**src/rtl/dkong_rom_pkg.sv**
```systemverilog
// dkong_rom_pkg
// Shared constants and helpers for the ROM time-division scheduler:
//   - slot numbers in which each requester gets its address onto the ROM
//   - default base nibbles for tile and sprite planes
//   - default last config address and config region decode values
//   - slot_issue(): which requester owns the ROM address in a given slot
//   - cnf_we_decode(): config-copy write-enable decode
// Optional build macro: DKONG_WAV_SLOT_EN (slot 0 serves the wave requester).
package dkong_rom_pkg;

  // Slot in which each address is issued; data is captured one slot later.
  localparam logic [3:0] SLOT_WAV    = 4'd0;
  localparam logic [3:0] SLOT_CPU_A0 = 4'd2;
  localparam logic [3:0] SLOT_VID1   = 4'd3;
  localparam logic [3:0] SLOT_VID2   = 4'd4;
  localparam logic [3:0] SLOT_CPU_A1 = 4'd5;
  localparam logic [3:0] SLOT_CPU_A2 = 4'd8;
  localparam logic [3:0] SLOT_OBJ1   = 4'd9;
  localparam logic [3:0] SLOT_OBJ2   = 4'd10;
  localparam logic [3:0] SLOT_CPU_A3 = 4'd11;
  localparam logic [3:0] SLOT_OBJ3   = 4'd12;
  localparam logic [3:0] SLOT_OBJ4   = 4'd13;
  localparam logic [3:0] SLOT_CNF    = 4'd15;  // CPU address plus config advance

  localparam logic [6:0]  VID1_BASE_DEF = 7'h06;
  localparam logic [6:0]  VID2_BASE_DEF = 7'h07;
  localparam logic [3:0]  OBJ_BASE_DEF  = 4'hA;
  localparam logic [12:0] CNF_CNT_DEF   = 13'h12FF;

  // Config images live at ROM 0x0E000 upward.
  localparam logic [5:0] CNF_ROM_BASE = 6'b000111;

  // Config region decode on address bits [12:8] / [12:11].
  localparam logic [1:0] CNF_SND0_HI = 2'd0;
  localparam logic [1:0] CNF_SND1_HI = 2'd1;
  localparam logic [4:0] CNF_COL0_HI = 5'h10;
  localparam logic [4:0] CNF_COL1_HI = 5'h11;
  localparam logic [4:0] CNF_ATTR_HI = 5'h12;

  typedef enum logic [3:0] {
    REQ_NONE,
    REQ_CPU,
    REQ_WAV,
    REQ_VID1,
    REQ_VID2,
    REQ_OBJ1,
    REQ_OBJ2,
    REQ_OBJ3,
    REQ_OBJ4
  } req_e;

  // Owner of the ROM address in a slot. Because every read has exactly one
  // slot of latency, the owner of slot s-1 is also who captures in slot s.
  function automatic req_e slot_issue(input logic [3:0] slot);
    req_e req;
    req = REQ_NONE;
    case (slot)
`ifdef DKONG_WAV_SLOT_EN
      SLOT_WAV:    req = REQ_WAV;
`endif
      SLOT_CPU_A0: req = REQ_CPU;
      SLOT_VID1:   req = REQ_VID1;
      SLOT_VID2:   req = REQ_VID2;
      SLOT_CPU_A1: req = REQ_CPU;
      SLOT_CPU_A2: req = REQ_CPU;
      SLOT_OBJ1:   req = REQ_OBJ1;
      SLOT_OBJ2:   req = REQ_OBJ2;
      SLOT_CPU_A3: req = REQ_CPU;
      SLOT_OBJ3:   req = REQ_OBJ3;
      SLOT_OBJ4:   req = REQ_OBJ4;
      SLOT_CNF:    req = REQ_CPU;
      default:     req = REQ_NONE;
    endcase
    return req;
  endfunction

  // [0] sound0, [1] sound1, [2] col0, [3] col1, [4] vram attr
  function automatic logic [4:0] cnf_we_decode(input logic [12:0] a, input logic en);
    logic [4:0] we;
    we    = '0;
    we[0] = (a[12:11] == CNF_SND0_HI);
    we[1] = (a[12:11] == CNF_SND1_HI);
    we[2] = (a[12:8] == CNF_COL0_HI);
    we[3] = (a[12:8] == CNF_COL1_HI);
    we[4] = (a[12:8] == CNF_ATTR_HI);
    return en ? we : 5'd0;
  endfunction

endpackage

```
**src/rtl/dkong_cnf_seq.sv**
```systemverilog
// dkong_cnf_seq
// One-shot boot config-copy sequencer. Walks the config address from 0 to
// CNF_CNT+1, one step per frame, then parks there until reset.
// Ports:
//   clk, srst  clock and synchronous active-high reset
//   adv        one-cycle strobe in the config-advance slot
//   en         copy active (address has not reached CNF_CNT+1)
//   addr       current config address (13 bits)
//   we         write enables: [0] snd0 [1] snd1 [2] col0 [3] col1 [4] attr
module dkong_cnf_seq
  import dkong_rom_pkg::*;
#(
  parameter logic [12:0] CNF_CNT = CNF_CNT_DEF
) (
  input  logic        clk,
  input  logic        srst,
  input  logic        adv,
  output logic        en,
  output logic [12:0] addr,
  output logic [4:0]  we
);

  localparam logic [12:0] CNF_END = CNF_CNT + 13'd1;

  logic [12:0] cnf_a_reg;
  logic [12:0] cnf_a_next;
  logic [4:0]  we_reg;

  always_comb begin
    cnf_a_next = cnf_a_reg;
    if (adv && (cnf_a_reg != CNF_END)) begin
      cnf_a_next = cnf_a_reg + 13'd1;
    end
  end

  // The enables are registered from the next address so they track addr
  // cycle-for-cycle yet still read as zero while reset is held.
  always_ff @(posedge clk) begin
    if (srst) begin
      cnf_a_reg <= '0;
      we_reg    <= '0;
    end else begin
      cnf_a_reg <= cnf_a_next;
      we_reg    <= cnf_we_decode(cnf_a_next, cnf_a_next != CNF_END);
    end
  end

  assign en   = (cnf_a_reg != CNF_END);
  assign addr = cnf_a_reg;
  assign we   = we_reg;

endmodule

```
**src/rtl/dkong_rom_sched.sv**
```systemverilog
// dkong_rom_sched
// 16-slot time-division scheduler for the single shared ROM dpram. Each slot
// issues one ROM address and captures the data of the previous slot's read
// into the owning requester's holding register. Also hosts the boot
// config-copy sequencer, whose data stream is O_VID2_D.
// Ports:
//   I_CLK, I_RST        12.288 MHz clock, synchronous active-high reset
//   I_SYNC              phase-align level; its rising edge restarts slot 0
//   I_CPU_A/WAV_A/VID_A/OBJ_A  requester addresses
//   I_ROM_D             ROM q (read on falling edge, valid next rising edge)
//   O_ROM_A             ROM address
//   O_CPU_D, O_WAV_D, O_VID1_D, O_VID2_D, O_OBJ1_D..O_OBJ4_D  data holds
//   O_CNF_EN/O_CNF_A/O_CNF_WE  config copy status, address, write enables
//   O_PHASE             current slot
// Build macro DKONG_WAV_SLOT_EN: when defined slot 0 issues I_WAV_A and slot
// 1 captures O_WAV_D; when undefined slot 0 holds the CPU address and
// O_WAV_D is tied to zero.
module dkong_rom_sched
  import dkong_rom_pkg::*;
#(
  parameter logic [12:0] CNF_CNT   = CNF_CNT_DEF,
  parameter logic [6:0]  VID1_BASE = VID1_BASE_DEF,
  parameter logic [6:0]  VID2_BASE = VID2_BASE_DEF,
  parameter logic [3:0]  OBJ_BASE  = OBJ_BASE_DEF
) (
  input  logic        I_CLK,
  input  logic        I_RST,
  input  logic        I_SYNC,
  input  logic [15:0] I_CPU_A,
  input  logic [18:0] I_WAV_A,
  input  logic [11:0] I_VID_A,
  input  logic [11:0] I_OBJ_A,
  input  logic [7:0]  I_ROM_D,
  output logic [18:0] O_ROM_A,
  output logic [7:0]  O_CPU_D,
  output logic [7:0]  O_WAV_D,
  output logic [7:0]  O_VID1_D,
  output logic [7:0]  O_VID2_D,
  output logic [7:0]  O_OBJ1_D,
  output logic [7:0]  O_OBJ2_D,
  output logic [7:0]  O_OBJ3_D,
  output logic [7:0]  O_OBJ4_D,
  output logic        O_CNF_EN,
  output logic [12:0] O_CNF_A,
  output logic [4:0]  O_CNF_WE,
  output logic [3:0]  O_PHASE
);

  logic [1:0]       sync_reg;
  logic [3:0]       phase_reg;
  logic [18:0]      rom_a_reg;
  logic [18:0]      rom_a_next;
  logic [7:0]       cpu_d_reg;
  logic [7:0]       vid1_d_reg;
  logic [7:0]       vid2_d_reg;
  logic [3:0][7:0]  obj_d_reg;
  logic [18:0]      obj_addr [4];
  logic             cnf_en;
  logic [12:0]      cnf_a;
  req_e             issue_req;
  req_e             capture_req;

  // Sprite planes sit in consecutive 4 KB pages starting at OBJ_BASE.
  for (genvar gi = 0; gi < 4; gi++) begin : g_obj_addr
    assign obj_addr[gi] = {3'h0, OBJ_BASE + 4'(gi), I_OBJ_A};
  end

  assign issue_req   = slot_issue(phase_reg);
  assign capture_req = slot_issue(phase_reg - 4'd1);

  always_comb begin
    rom_a_next = rom_a_reg;
    case (issue_req)
      REQ_CPU:  rom_a_next = {3'h0, I_CPU_A};
`ifdef DKONG_WAV_SLOT_EN
      REQ_WAV:  rom_a_next = I_WAV_A;
`endif
      REQ_VID1: rom_a_next = {VID1_BASE, I_VID_A};
      // Plane 2 slot is lent to the config copy until it completes.
      REQ_VID2: rom_a_next = cnf_en ? {CNF_ROM_BASE, cnf_a} : {VID2_BASE, I_VID_A};
      REQ_OBJ1: rom_a_next = obj_addr[0];
      REQ_OBJ2: rom_a_next = obj_addr[1];
      REQ_OBJ3: rom_a_next = obj_addr[2];
      REQ_OBJ4: rom_a_next = obj_addr[3];
      default:  rom_a_next = rom_a_reg;
    endcase
  end

  always_ff @(posedge I_CLK) begin
    if (I_RST) begin
      sync_reg   <= '0;
      phase_reg  <= '0;
      rom_a_reg  <= '0;
      cpu_d_reg  <= '0;
      vid1_d_reg <= '0;
      vid2_d_reg <= '0;
      obj_d_reg  <= '0;
    end else begin
      sync_reg  <= {sync_reg[0], I_SYNC};
      // Rising sync restarts the frame wherever we are.
      phase_reg <= (sync_reg[0] & ~sync_reg[1]) ? 4'd0 : phase_reg + 4'd1;
      rom_a_reg <= rom_a_next;
      case (capture_req)
        REQ_CPU:  cpu_d_reg    <= I_ROM_D;
        REQ_VID1: vid1_d_reg   <= I_ROM_D;
        REQ_VID2: vid2_d_reg   <= I_ROM_D;
        REQ_OBJ1: obj_d_reg[0] <= I_ROM_D;
        REQ_OBJ2: obj_d_reg[1] <= I_ROM_D;
        REQ_OBJ3: obj_d_reg[2] <= I_ROM_D;
        REQ_OBJ4: obj_d_reg[3] <= I_ROM_D;
        default:  ;
      endcase
    end
  end

`ifdef DKONG_WAV_SLOT_EN
  logic [7:0] wav_d_reg;

  always_ff @(posedge I_CLK) begin
    if (I_RST) begin
      wav_d_reg <= '0;
    end else if (capture_req == REQ_WAV) begin
      wav_d_reg <= I_ROM_D;
    end
  end

  assign O_WAV_D = wav_d_reg;
`else
  logic unused_wav_a;
  assign unused_wav_a = ^I_WAV_A;
  assign O_WAV_D      = 8'h00;
`endif

  dkong_cnf_seq #(
    .CNF_CNT (CNF_CNT)
  ) u_cnf_seq (
    .clk  (I_CLK),
    .srst (I_RST),
    .adv  (phase_reg == SLOT_CNF),
    .en   (cnf_en),
    .addr (cnf_a),
    .we   (O_CNF_WE)
  );

  assign O_ROM_A  = rom_a_reg;
  assign O_CPU_D  = cpu_d_reg;
  assign O_VID1_D = vid1_d_reg;
  assign O_VID2_D = vid2_d_reg;
  assign O_OBJ1_D = obj_d_reg[0];
  assign O_OBJ2_D = obj_d_reg[1];
  assign O_OBJ3_D = obj_d_reg[2];
  assign O_OBJ4_D = obj_d_reg[3];
  assign O_CNF_EN = cnf_en;
  assign O_CNF_A  = cnf_a;
  assign O_PHASE  = phase_reg;

endmodule

```
**config.mk**
```make
export PLATFORM = sky130hd
export DESIGN_NAME = dkong_rom_sched
export DESIGN_NICKNAME = d
export VERILOG_FILES = /design/src/rtl/dkong_rom_pkg.sv /design/src/rtl/dkong_cnf_seq.sv /design/src/rtl/dkong_rom_sched.sv
export SDC_FILE = /design/constraint.sdc
export NUM_CORES = 1
export LEC_CHECK = 0
export CORE_MARGIN = 1.5
export CORE_UTILIZATION = 46
export DETAILED_ROUTE_END_ITERATION = 12
export PLACE_DENSITY_LB_ADDON = 0.1
export SLEW_MARGIN = 10
export SYNTH_ARGS = -nofsm -noshare
export SYNTH_HDL_FRONTEND = slang
export SYNTH_SLANG_ARGS = --single-unit
export TNS_END_PERCENT = 30
```
**constraint.sdc**
```tcl
create_clock -name I_CLK -period 3.35 [get_ports I_CLK]
set_input_delay 0.335 -clock I_CLK [delete_from_list [all_inputs] [get_ports I_CLK]]
set_output_delay 0.335 -clock I_CLK [all_outputs]
set_load 0.005 [all_outputs]
```
Word level (Yosys, flattened, before mapping)
Memory sizes are Yosys's and may differ from the RTL's. A register that Yosys moved wholly into a read port is not among the register bits.
Index checks and enable logic that the tools add are counted.
{"block": "op_classes", "n_mux": 4, "add_sub_neg": 3, "n_eq_ne": 21, "bitwise_logic": 3, "n_reduce_logical": 5}
{"operator": "19-bit case mux with 7 select lines", "n": 1}
{"operator": "4-bit by 3-bit == test with 1-bit output, second input constant", "n": 8}
{"operator": "13-bit != test, second input constant", "n": 2}
{"operator": "16-bit 2-to-1 mux", "n": 1}
{"operator": "5-bit == test, second input constant", "n": 3}
{"operator": "13-bit by 1-bit adder with 13-bit output, second input constant", "n": 1}
{"operator": "13-bit 2-to-1 mux", "n": 1}
{"operator": "4-bit == test, second input constant", "n": 3}
{"operator": "4-bit by 1-bit == test with 1-bit output, second input constant", "n": 2}
{"operator": "4-bit by 2-bit == test with 1-bit output, second input constant", "n": 2}
{"operator": "7-bit nonzero test", "n": 1}
{"operator": "4-bit by 1-bit adder with 4-bit output, second input constant", "n": 1}
{"operator": "4-bit 2-to-1 mux", "n": 1}
{"operator": "2-bit OR reduction", "n": 2}
{"operator": "4-bit by 1-bit subtractor with 4-bit output, second input constant", "n": 1}
{"operator": "2-bit by 1-bit == test with 1-bit output, second input constant", "n": 1}
{"operator": "2-bit logical NOT", "n": 1}
{"operator": "1-bit inverter", "n": 2}
{"operator": "1-bit bitwise AND", "n": 1}
{"operator": "1-bit logical AND", "n": 1}
{"block": "totals", "output_inout_bits": 106, "in_bits": 70, "n_memories": 2, "elab_cells": 50, "rom_bits": 128, "register_bits": 99}
{"memory": "(no name shown)", "words": 16, "word_bits": 4, "read_ports": 1, "rd_ports_with_merged_regs": 0, "write_ports": 0, "line_no": "dkong_rom_pkg.sv:57", "source": "case (slot)"}
{"memory": "(no name shown)", "words": 16, "word_bits": 4, "read_ports": 1, "rd_ports_with_merged_regs": 1, "write_ports": 0, "line_no": "dkong_rom_pkg.sv:57"}

Depth between registers and ports, before layout
Gate-level depths: netlist of run 1.
{"block": "logic_depth", "ltp_word": 6, "mapped_depth": 9, "ltp_nobuf": 9}

By module
Synthesis of run 1 repeated with hierarchy kept, for this count alone.
{"block": "unflattened", "cells_unflattened": 531, "hier_area_um2": 4938.5}
{"module": "dkong_rom_sched", "n_inst": 1, "area_each_um2": 3966.3, "cells_per_inst": 429}
{"module": "dkong_cnf_seq", "n_inst": 1, "area_each_um2": 972.2, "cells_per_inst": 102}

Worst setup path after synthesis of run 1
Ideal clock, no wire load.
{"block": "synth_timing", "path_type": "flip-flop to flip-flop", "startpoint": "reg phase_reg[0] (netlist: O_PHASE[0])", "endpoint": "reg vid1_d_reg[0] (netlist: O_VID1_D[0])", "synth_period_minus_slack_ns": 2.433, "setup_time_ns": 0.072, "path_stages_with_launch": 9, "t_arrival_ns": 2.361, "setup_slack_ns": 0.917, "path_buffers": 1, "cell_sequence": "dfxtp_1 > inv_1 > ha_1 > xor2_1 > or4_1 > o211a_2 > nor4b_4 > buf_6 > mux2i_1"}
{"block": "synth_via", "elab_chain_cells": 3}
{"item": "start, declared", "line_no": "dkong_rom_sched.sv:50", "source": "logic [3:0] phase_reg;"}
{"item": "start signal, assigned", "line_no": "dkong_rom_sched.sv:101", "source": "phase_reg <= (sync_reg[0] & ~sync_reg[1]) ? 4'd0 : phase_reg + 4'd1;"}
{"item": "4-bit by 1-bit subtractor with 4-bit output", "line_no": "dkong_rom_sched.sv:69", "source": "assign capture_req = slot_issue(phase_reg - 4'd1);"}
{"item": "memory 16 x 4 bit"}
{"item": "4-bit by 2-bit == test with 1-bit output", "line_no": "dkong_rom_sched.sv:103", "source": "case (capture_req)"}
{"item": "end signal, assigned", "line_no": "dkong_rom_sched.sv:95", "source": "vid1_d_reg <= '0;"}
{"item": "end signal, assigned", "line_no": "dkong_rom_sched.sv:105", "source": "REQ_VID1: vid1_d_reg <= I_ROM_D;"}
{"item": "end, declared", "line_no": "dkong_rom_sched.sv:54", "source": "logic [7:0] vid1_d_reg;"}
Every way passes these cells.
A chain may end at the register's enable or synchronous reset.

Worst setup path after layout of run 1
{"block": "layout_timing", "startpoint": "reg u_cnf_seq.cnf_a_reg[0] (netlist: u_cnf_seq.addr[0])", "endpoint": "out O_CNF_EN"}
{"block": "layout_via", "elab_chain_cells": 1}
{"item": "start, declared", "line_no": "dkong_cnf_seq.sv:25", "source": "logic [12:0] cnf_a_reg;"}
{"item": "start signal, assigned", "line_no": "dkong_cnf_seq.sv:43", "source": "cnf_a_reg <= cnf_a_next;"}
{"item": "13-bit != test", "line_no": "dkong_cnf_seq.sv:48", "source": "assign en = (cnf_a_reg != CNF_END);"}
{"item": "end, declared", "line_no": "dkong_rom_sched.sv:43", "source": "output logic O_CNF_EN,"}
Every way passes these cells.

==> metrics.txt, run 1 <==
number of buffers on the longest clock path=2; Placeable Area=10800 sq um; P_leak=2.67 nW; clock tree from TritonCTS=yes; most common library cell in the layout ignoring fill and taps=clkdlybuf4s50_1; vias in the first global route=4232; slew at the pin closest to its max-slew limit=0.743 ns; Residual DRC=0; total cell area at the placement stage=6590 sq um; Finished Layout Cells=842; Post-Place Cells=827; run status=finished clean; Ys Warns=0; proportion of synthesized chip area in sequential cells=39.3%; starting density of the core=47.0%; Critical Path Sink Type=output port; global-route usage over all layers=23.6%; clock sink count=100; die extent in y=108 um; fraction of the mapped netlist area in simple logic gates=24.5%; number of fill cells=919; Synth area leaders=dfxtp_1 39%, mux2i_1 10%, nand2b_1 7.9%; routability congestion estimate=0.818; multiplexer share of the synthesized area=11.3%; clock insertion delay at the later pin of the skew report=0.38 ns; Largest register FFs=16; min-delay src=O_ROM_A[9]; number of DRC violations after detailed-routing iteration 0=268; final routed wirelength across all metal layers=13600 um; power density over the cells=397 nW/um^2; pin count of the biggest net entering global routing=55; xor/xnor share of the synthesized area=2.92%; CTS H-Tree Depth=3; endpoint of the worst register-to-register path=O_VID1_D[3]; setup repair after global routing missed its margin=no; clock edge transition at the registers on the reported setup and hold paths=0.10 ns; number of buffers created by CTS=9; combinational family with the most area after synthesis=simple AND/OR/NAND/NOR gates; Critical Path Fanout Max=8; Post-CTS Setup Inserts=0; Worst Hold Depth=2; Yosys reg bits=100; relative slew slack=49.5%; number of cells upsized or downsized after cts=0; Data arrival, critical path=2.70 ns; maximum VDD drop=0.217 mV; final instance area=6810 sq um; Most Used Layer, Global Route=met2; end of the worst hold path=O_ROM_A[9]; total power=2.70 mW; horizontal die dimension=108 um; wire length of the first global-routing pass=21500 um; number of buffers inserted by port buffering=145; nets@finish=780; ratio of cells with drive above 1 in the final layout=6.13%; start-to-end type of the worst setup path=register to output port; Slew Limit Fails=0; Max Clock Freq=0.330 GHz; end-of-flow core utilization=62.8%; CTS root buf=clkbuf_8; global routing met1 resource utilization=32.7%; cell type contributing the most total cell area after synthesis=dfxtp_1; final-report hold violation count=0; setup slack of the worst register-to-register path=0.36 ns; routed wire length per instance=16.2 um; number of antenna-violating nets in the routed design=0; Netlist Area Pre-Place=5090 sq um; Die Footprint=11700 sq um; post-layout min period=3.03 ns; number of distinct standard cells referenced by the synthesized netlist=59; maximum capacitance violations=0; Setup Skew=0.0126 ns; R2R Path Start=O_PHASE[0]; most frequent cells in the layout=144 x clkdlybuf4s50_1, 100 x dfxtp_1, 64 x nand2b_1, 53 x nor2_1, 53 x mux2i_1; HPWL after detailed placement=9930 um; adder-cell area share of the yosys netlist=2.95%; Yosys top cell area share=39.3%; synthesized netlist cell count=567; ys flop type=dfxtp_1; worst hold path class=register to register; number of vias in the routed layout=4586; post-synthesis compound-gate area fraction=13.1%; area added between synthesis and finish=33.6%; first-pass iteration count of the detailed router=5; area used by multi-input combinational logic=2840 sq um; Worst Path Required=3.01 ns; setup TNS=0 ns; met2 track utilization from global routing=36.0%; overall overflow remaining after global route=0; number of flops mapped to enable cells by yosys=0; met3 track demand over resource=4.22%; Tcrit/Tclk final=90.6%; number of antenna violations at the first check in global routing=0; syn_area_per_cell=8.98 sq um; Hold-fix buffers, CTS=0; via density per instance=5.45; total area of sequential cells=2000 sq um; number of placement rows=38; Ant. Diodes=0; critical path launch point type=register; final setup fails=0; number of top-level pins=176; post-synthesis async set-or-reset flop share=0%; number of cells on the worst reg-to-reg path=7
## kinds of logic after synthesis
| logic type | count (synthesis) |
|---|---|
| mux | 57 |
| fa+ha+maj | 12 |
| simple gates | 210 |
| flops | 100 |
| buf+inv | 59 |
| compound gates | 111 |
| xor+xnor | 17 |
| other cells | 1 |
## routing by layer
metal,vias up,wire length (um)
met5,-,0
met1,2138,6300
met3,22,928
met4,0,304
met2,188,6070
li1,2238,-
## how the worst max path moves through the flow
stage / start / to / slack [ns] / cells past startpoint
6_report: u_cnf_seq.addr[0] / O_CNF_EN / 0.32 / 6
3_3_place_gp: O_PHASE[0] / O_VID1_D[0] / 0.55 / 7
5_1_grt: O_PHASE[0] / O_VID1_D[3] / 0.16 / 7
2_1_floorplan: O_PHASE[0] / O_VID1_D[0] / 0.92 / 8
4_1_cts: u_cnf_seq.addr[0] / O_CNF_EN / 0.32 / 6
3_5_place_dp: O_PHASE[0] / O_VID1_D[3] / 0.34 / 7
## cell usage after synthesis, types with 2 or more instances
cell type and instances:
dfxtp_1 100, nor3b_1 2, a22o_1 6, o21ai_0 34, nand4_1 3, nand3_1 20, xor2_1 8, o211a_1 2
nand4b_1 2, mux2_2 3, and3_1 3, a21oi_1 35, nor2b_1 3, nand2_1 19, nor4b_2 5, a2bb2oi_1 2
o31ai_1 2, or4b_1 2, nor3_1 5, nand2b_1 64, or3_1 2, nand3b_1 5, a22oi_1 4, ha_1 12
nor4_1 8, o22ai_1 14, nor2_1 53, mux2i_1 53, inv_1 15, xnor2_1 9, clkbuf_1 23, buf_4 14
buf_2 4, and4b_1 4, o221ai_1 2, buf_6 2
## power by group
group | total (mW) | switching, mW | internal [mW]
Clock | 0.848 | 0.430 | 0.418
Combinational | 0.549 | 0.253 | 0.295
Sequential | 1.30 | 0.0482 | 1.26
Total | 2.70 | 0.731 | 1.97
## worst max-delay path: stages, from the launching register on
cell and delay, ns:
dfxtp_1 0.40, inv_1 0.09, ha_1 0.14, or4b_1 0.44, nor3_2 0.50, inv_1 0.26, clkdlybuf4s50_1 0.51
## cell type report
type                    instances  area share (%)
clock inverters                 6            1.32
flip-flops and latches        100            29.4
repair buffers                153            22.3
inverters                      16           0.883
well taps                     140            2.57
multi-input cells             418            41.7
clock buffers                   9            1.82
## per-stage QoR
step | worst slack (ns) | hold slack, ns
after floorplan | 0.917 | 0.448
after global placement | 0.552 | 0.453
after detailed placement | 0.344 | 0.459
after CTS | 0.324 | 0.474
after global routing | 0.163 | 0.495
final | 0.317 | 0.473
Power figures use the tool's default switching activity.
==> inputs of run 2 (changes only) <==
Settings changed: HOLD_SLACK_MARGIN from default to 0.02, SETUP_SLACK_MARGIN from default to 0.4.
==> run 2 against run 1 <==
Global-route usage grew 0.067 points. Clock-buffer cell count is the same. Clock skew about the same. Cell area grew 0.50%. Clock power hardly changed. Flip-flop and latch count unchanged. Largest power group unchanged. Sequential power barely moved. Total power rose by 0.22%. Die area unchanged. Utilization rose by 0.31 points. Wire length is 0.32% higher. Combinational power up 1%. Largest cell class unchanged. Highest routed layer unchanged.
==> metrics.txt, run 2 (synthesis results as in run 1) <==
global-route usage over all layers=23.7% (+0.067 points); global routing met1 resource utilization=32.7% (+0.050 points); slack of the critical path=0.631 ns (+0.314 ns); clock insertion delay at the later pin of the skew report=0.38 ns (about the same); most frequent cells in the layout=144 x clkdlybuf4s50_1, 100 x dfxtp_1, 64 x nand2b_1, 53 x nor2_1, 53 x mux2i_1; number of buffers inserted by port buffering=145 (unchanged); number of placement rows=38 (unchanged); vias in the first global route=4242 (+0.24%); first-pass iteration count of the detailed router=5 (unchanged); P_leak=2.69 nW (+0.66%); die extent in y=108 um (unchanged); number of buffers created by CTS=9 (unchanged); met3 track demand over resource=4.22% (unchanged); pin count of the biggest net entering global routing=55 (unchanged); clock tree from TritonCTS=yes; routed wire length per instance=16.2 um (about the same); most common library cell in the layout ignoring fill and taps=clkdlybuf4s50_1; Hold-fix buffers, CTS=0 (unchanged); ratio of cells with drive above 1 in the final layout=6.39% (+0.27 points); Residual DRC=0 (unchanged); via density per instance=5.44 (-0.11%); Die Footprint=11700 sq um (unchanged); area added between synthesis and finish=34.3%; Max Clock Freq=0.368 GHz (+12%); Worst Path Required=3.65 ns (+0.64 ns); run status=finished clean; clock edge transition at the registers on the reported setup and hold paths=0.10 ns (about the same); overall overflow remaining after global route=0 (unchanged); number of antenna-violating nets in the routed design=0 (unchanged); final setup fails=0 (unchanged); number of buffers on the longest clock path=2 (unchanged); horizontal die dimension=108 um (unchanged); relative slew slack=49.3% (-0.24 points); number of top-level pins=176 (unchanged); Placeable Area=10800 sq um (unchanged); worst hold path class=register to register; power density over the cells=396 nW/um^2 (-0.28%); start-to-end type of the worst setup path=register to register; maximum capacitance violations=0 (unchanged); routability congestion estimate=0.818 (unchanged); Critical Path Sink Type=register; clock sink count=100 (unchanged); HPWL after detailed placement=9930 um (unchanged); starting density of the core=47.0% (unchanged); CTS H-Tree Depth=3 (unchanged); wire length of the first global-routing pass=21600 um (+0.23%); final-report hold violation count=0 (unchanged); met2 track utilization from global routing=36.2% (+0.18 points); total area of sequential cells=2000 sq um (unchanged); Most Used Layer, Global Route=met2; worst slack at placement=0.344 ns (unchanged); CTS root buf=clkbuf_8; nets@finish=782 (+0.26%); maximum VDD drop=0.217 mV (-0.20%); slew at the pin closest to its max-slew limit=0.746 ns (+0.00347 ns); Data arrival, critical path=3.02 ns (+0.32 ns); Tcrit/Tclk final=81.2% (-9.4 points); Largest register FFs=16 (unchanged); number of vias in the routed layout=4592 (+0.13%); Setup Skew=0.0130 ns (+0.000339 ns); Slew Limit Fails=0 (unchanged); critical path launch point type=register; number of antenna violations at the first check in global routing=0 (unchanged); number of DRC violations after detailed-routing iteration 0=283 (+5.6%); setup TNS=0 ns (unchanged); number of fill cells=915 (-0.44%); Critical Path Fanout Max=9 (+1); setup repair after global routing missed its margin=no; Ant. Diodes=0 (unchanged); post-layout min period=2.72 ns (-0.314 ns); final routed wirelength across all metal layers=13600 um (+0.32%); area used by multi-input combinational logic=2840 sq um (+0.22%)
==> run 2: cell types whose count changed in the layout (fill, tap and decap cells not counted) <==
cell / before / now
buf_4: 7 / 8
buf_12: 1 / 2
nor3_4: 0 / 1
nor3_2: 1 / 0
==> run 2: layer usage <==
layer	vias to the layer above	wire (um)
met1	2126	6250
met5	-	0
met4	0	335
met3	23	1020
met2	201	6040
li1	2242	-
==> run 2: what timing repair did <==
| action | in CTS | in global routing |
|---|---|---|
| endpoints found under the setup margin | 9 | 1 |
| buffers inserted | 1 | 1 |
| gates resized for setup | 1 | 0 |
| pin swaps | 1 | 1 |
==> run 2: worst max-delay path, stage by stage (launching register included) <==
cell,delay (ns)
dfxtp_1,0.51
inv_1,0.17
ha_1,0.30
xor2_1,0.20
or4_1,0.53
o211a_2,0.22
nor4b_4,0.33
buf_12,0.18
mux2i_1,0.19
==> run 2: power by group <==
group          switching [mW]  internal (mW)
Clock                   0.429          0.418
Sequential             0.0483           1.26
Combinational           0.255          0.301
==> run 2: final cells by class <==
cell class | count | share of cell area [%]
clock buffers | 9 | 1.81
well taps | 140 | 2.56
multi-input cells | 418 | 41.5
repair buffers | 155 | 22.6
flip-flops and latches | 100 | 29.3
inverters | 16 | 0.878
clock inverters | 6 | 1.32
==> run 2: metrics by stage <==
stage / hold slack [ns] / area, sq um / util [%] / power [mW] / std cells
after floorplan: 0.448 / 5130 / - / 1.63 / 577
after detailed placement: 0.459 / 6590 / 60.8 / 1.88 / 827
after global placement: 0.453 / 6590 / 60.8 / 1.87 / 827
after global routing: 0.495 / 6840 / 63.1 / 2.81 / 844
final: 0.477 / 6840 / 63.1 / 2.71 / 844
after CTS: 0.474 / 6830 / 63.0 / 2.72 / 843
==> run 2: worst paths after layout <==
path | from | end | slack (ns) | depth (start not counted)
max reg2reg | O_PHASE[0] | O_VID1_D[3] | 0.63 | 8
min | O_OBJ4_D[6] | O_OBJ4_D[6] | 0.48 | 2
min reg2reg | O_OBJ4_D[6] | O_OBJ4_D[6] | 0.48 | 2
max | O_PHASE[0] | O_VID1_D[3] | 0.63 | 8
